### src/rtl/cnt_pkg.sv
// cnt_pkg: constants and helpers shared by the up/down counter slice.
package cnt_pkg;

  // Direction encodings for the 'up' input
  localparam logic CNT_UP   = 1'b1;
  localparam logic CNT_DOWN = 1'b0;

  // Terminal behaviour encodings for the 'sat' input
  localparam logic CNT_WRAP = 1'b0;
  localparam logic CNT_SAT  = 1'b1;

  // A load value outside 0..modulus-1 is pinned to the top of the range,
  // so the count register can never hold an out-of-range value.
  function automatic int unsigned cnt_clamp(input int unsigned val,
                                            input int unsigned modulus);
    return (val >= modulus) ? (modulus - 1) : val;
  endfunction

endpackage

### src/rtl/cnt_prescaler.sv
// cnt_prescaler: divides enabled cycles by PRESCALE to form the count tick.
// Only instantiated when CNT_PRESCALE_EN is defined.
module cnt_prescaler #(
  parameter int PRESCALE = 1
) (
  input  logic clk,
  input  logic reset,
  input  logic en,
  input  logic clr,
  output logic tick
);

  // A 1-bit phase register keeps PRESCALE=1 legal; it then never leaves 0
  localparam int            PW   = (PRESCALE > 1) ? $clog2(PRESCALE) : 1;
  localparam logic [PW-1:0] LAST = PW'(PRESCALE - 1);

  logic [PW-1:0] phase;

  // The edge that completes a phase is the one that lets the counter step
  assign tick = (phase == LAST);

  // Phase advances on enabled cycles, holds otherwise; load restarts it
  always_ff @(posedge clk or posedge reset) begin
    if (reset)    phase <= '0;
    else if (clr) phase <= '0;
    else if (en)  phase <= tick ? '0 : phase + PW'(1);
  end

endmodule

### src/rtl/cnt_updown.sv
// cnt_updown: parametrised up/down counter with clamped parallel load,
// programmable modulus, wrap/saturate mode, combinational tc and a
// registered wrap pulse. Define CNT_PRESCALE_EN to gate steps through a
// PRESCALE-cycle prescaler; otherwise every enabled edge steps.
module cnt_updown
  import cnt_pkg::*;
#(
  parameter int WIDTH    = 4,
  parameter int MODULUS  = 2 ** WIDTH,
  parameter int PRESCALE = 1
) (
  input  logic             clk,
  input  logic             reset,
  input  logic             pl,
  input  logic [WIDTH-1:0] in,
  input  logic             en,
  input  logic             up,
  input  logic             sat,
  output logic [WIDTH-1:0] out,
  output logic             tc,
  output logic             wrap
);

  // Reject configurations whose range cannot be represented
  generate
    if (WIDTH < 2 || MODULUS < 2 || MODULUS > (1 << WIDTH) || PRESCALE < 1) begin : g_bad_param
      $error("cnt_updown: illegal WIDTH/MODULUS/PRESCALE");
    end
  endgenerate

  localparam logic [WIDTH-1:0] MAXV = WIDTH'(MODULUS - 1);

  logic             tick;
  logic [WIDTH-1:0] load_val;
  logic [WIDTH-1:0] nxt_out;
  logic             nxt_wrap;
  logic             at_end;

`ifdef CNT_PRESCALE_EN
  // Load wins over the step, so it also restarts the prescaler phase
  cnt_prescaler #(.PRESCALE(PRESCALE)) u_pre (
    .clk   (clk),
    .reset (reset),
    .en    (en),
    .clr   (pl),
    .tick  (tick)
  );
`else
  assign tick = 1'b1;
`endif

  assign load_val = WIDTH'(cnt_clamp(32'(in), 32'(MODULUS)));

  // Terminal value depends on the direction sampled this cycle
  assign at_end = (up == CNT_UP) ? (out == MAXV) : (out == '0);
  assign tc     = at_end;

  // Next count: load > step > hold; wrap only pulses on a wrapping step
  always_comb begin
    nxt_out  = out;
    nxt_wrap = 1'b0;
    if (pl) begin
      nxt_out = load_val;
    end else if (en && tick) begin
      if (!at_end) begin
        nxt_out = (up == CNT_UP) ? out + WIDTH'(1) : out - WIDTH'(1);
      end else if (sat == CNT_WRAP) begin
        nxt_out  = (up == CNT_UP) ? '0 : MAXV;
        nxt_wrap = 1'b1;
      end
    end
  end

  // Count and wrap registers; reset clears both without waiting for clk
  always_ff @(posedge clk or posedge reset) begin
    if (reset) begin
      out  <= '0;
      wrap <= 1'b0;
    end else begin
      out  <= nxt_out;
      wrap <= nxt_wrap;
    end
  end

endmodule

### config.mk
export PLATFORM = sky130hd
export DESIGN_NAME = cnt_updown
export DESIGN_NICKNAME = d
export VERILOG_FILES = /design/src/rtl/cnt_pkg.sv /design/src/rtl/cnt_prescaler.sv /design/src/rtl/cnt_updown.sv
export SDC_FILE = /design/constraint.sdc
export NUM_CORES = 1
export LEC_CHECK = 0
export ABC_AREA = 1
export BUFFER_PORTS_ARGS = -buffer_cell sky130_fd_sc_hd__buf_2
export CELL_PAD_IN_SITES_DETAIL_PLACEMENT = 1
export CELL_PAD_IN_SITES_GLOBAL_PLACEMENT = 1
export CORE_MARGIN = 4
export CORE_UTILIZATION = 30
export CTS_CLUSTER_SIZE = 8
export DETAILED_ROUTE_END_ITERATION = 10
export GPL_TIMING_DRIVEN = 0
export PLACE_DENSITY_LB_ADDON = 0.1
export SETUP_SLACK_MARGIN = 0.3
export SYNTH_ARGS = -nofsm -noshare
export SYNTH_HDL_FRONTEND = slang
export SYNTH_SLANG_ARGS = --single-unit
### constraint.sdc
create_clock -name clk -period 1.6 [get_ports clk]
set_input_delay 0.16 -clock clk [delete_from_list [all_inputs] [get_ports clk]]
set_output_delay 0.16 -clock clk [all_outputs]
set_load 0.05 [all_outputs]
==> metrics <==
routed len/inst around 12 um; register area share after synthesis 0.287; largest net degree at the start of global routing 8; highest routing layer actually used met4; Layout Cells excl Fill 110; antenna-violating nets left 0; RSZ-0062 raised after global routing yes; Synth-to-Final Area Change 52.6%; Synth Warn # 0; die height between 40 and 50 um; worst-margin pin slew about 0.25 ns; maximum VDD drop roughly 0.00042 V; clock tree from TritonCTS built; WL met2 ~650 um; Slew Limit Headroom 0.834; row count 13; initial antenna violation count 0; Post-Route Setup TNS 0 ns; I/O pins 16; Clock transition at path regs about 0.050 ns; #FFs+latches synth 5; layout cells sized above 1 0.432; root buf cell clkbuf_4; Fin Hold WS around 0.08 ns; Synthesized Nets 83; Core Footprint ~0.0013 mm^2; Vias between 500 and 600; commonest cells after routing, fill and taps aside nand2_1 (23), buf_2 (14), inv_1 (9); Port Buf Inserts 15; critical path arrival between 1.5 and 2 ns; FF+latch area about 130 um^2; Worst Path Max Fanout 6; met1 WL ~600 um; vias in the first global route between 400 and 500; mapped cell area approximately 440 um^2; r2r setup slk approximately 0.21 ns; Leak about 0.36 nW; RD Place Congestion 0.712; DRC 0; GR Overflow Total 0; Final Hold Fails 0; crit end category flip-flop; area of the multi-input gates around 320 um^2; Vias/cell around 4.6; Setup-failing EPs final 0; nets approximately 110; clk_lat worst skew 0.25 ns; startpoint types flip-flop; leading cell type in the layout, fill and taps excluded nand2_1; area of the die 0.00212 mm^2; Setup CP Type reg -> reg; Fillers 179; cell area power density between 1000 and 1500 mW/mm^2; fin crit period approximately 1.4 ns; n_diodes 0; post-layout power around 0.00077 W; Initial Util 0.326; Synth cell types 14; Clock Skew approximately 0.0078 ns; Max Fclk a little over 700 MHz; status finished, final reports clean; Detailed Route WL roughly 1.3 mm; CTS sink cnt 5; Slew Viols, Final 0; drt pass-1 iters 4; initial DRC count 4; MaxCap Viol Count 0; synthesized instance count 70; Die X-Extent 46.1 um; first-pass GRT wire length approximately 2.1 mm; dpl cells 100; Avg Synthesized Cell Area 6.22 um^2; CTS Buffer Depth 2; CTS Buf Count 3; Tot GR Track Use 0.145; Critical Path RT around 1.8 ns; hold crit path type in -> reg; H-tree Lvls 1; Final Cycle Share 0.868; dpl hpwl roughly 980 um; metal3 WL approximately 64 um
[flip-flops by register name, indices dropped and copies added (netlist names)]
| register | count |
|---|---|
| wrap | 1 |
| out | 4 |
[synthesized netlist by cell type]
cell / n / area share
o21ai_0: 2 / 0.023
fa_1: 1 / 0.046
nand2_1: 25 / 0.22
nand3_1: 5 / 0.057
nand2_2: 2 / 0.029
inv_2: 2 / 0.017
inv_1: 9 / 0.078
nor2_1: 11 / 0.095
nor4_1: 1 / 0.014
xor2_1: 1 / 0.020
dfrtp_1: 5 / 0.29
a21oi_1: 3 / 0.034
ha_1: 2 / 0.057
nand2_4: 1 / 0.026
[repair_timing]
item | 4_1_cts | 5_1_grt
setup endpoints to repair | 4 | 6
setup buffers | 4 | 1
hold endpoints to repair | 5 | 0
pin swaps | 4 | 7
hold buffers | 1 | 0
resized for setup | 7 | 4
[metrics by stage]
step | instance area, um^2 | util | setup WS, ns
5_1_grt | 664 | 0.498 | 0.122
3_5_place_dp | 554 | 0.416 | 0.206
6_report | 664 | 0.498 | 0.211
4_1_cts | 644 | 0.483 | 0.217
3_3_place_gp | 554 | 0.416 | 0.215
2_1_floorplan | 460 | - | 0.165
[cells by family after synthesis]
kind of cell	count (synthesis)	share of synthesized area
buffers and inverters	11	0.0948
AND/OR/NAND/NOR	45	0.437
adder cells (fa/ha/maj)	3	0.103
flip-flops	5	0.287
XOR/XNOR	1	0.0201
AO/OA/AOI/OAI	5	0.0575
[area by class of cell]
cell class / count / area share
repair buffers: 21 / 0.200
inverters: 11 / 0.0621
flip-flops and latches: 5 / 0.196
multi-input cells: 54 / 0.475
clock buffers: 4 / 0.0395
well taps: 15 / 0.0282
[worst paths after layout]
check	start	to	depth (start not counted)
max in group asynchronous	reset	out[0]	3
hold reg to reg	out[3]	out[3]	2
setup / recovery	out[1]	out[1]	5
min in group asynchronous	reset	wrap	3
setup reg to reg	out[1]	out[1]	5
hold / removal	sat	wrap	2
[report_power, final]
part	internal, W	switching, W
Clock	0.0000948	0.0000595
Combinational	0.000155	0.000253
Sequential	0.000156	0.0000530
Total	0.000405	0.000366
[routing by layer]
metal | vias to the layer above | global-route usage
met3 | 2 | 0.0195
met5 | - | 0
met1 | 228 | 0.192
met2 | 18 | 0.212
li1 | 263 | -
met4 | 0 | 0.108
[critical path, stage by stage (launching register included)]
cell	delay (ns)
dfrtp_2	0.47
fa_2	0.56
nand2_2	0.05
a21oi_2	0.12
nand2_1	0.07
nand2_1	0.06
(Power assumes the default switching activity.)
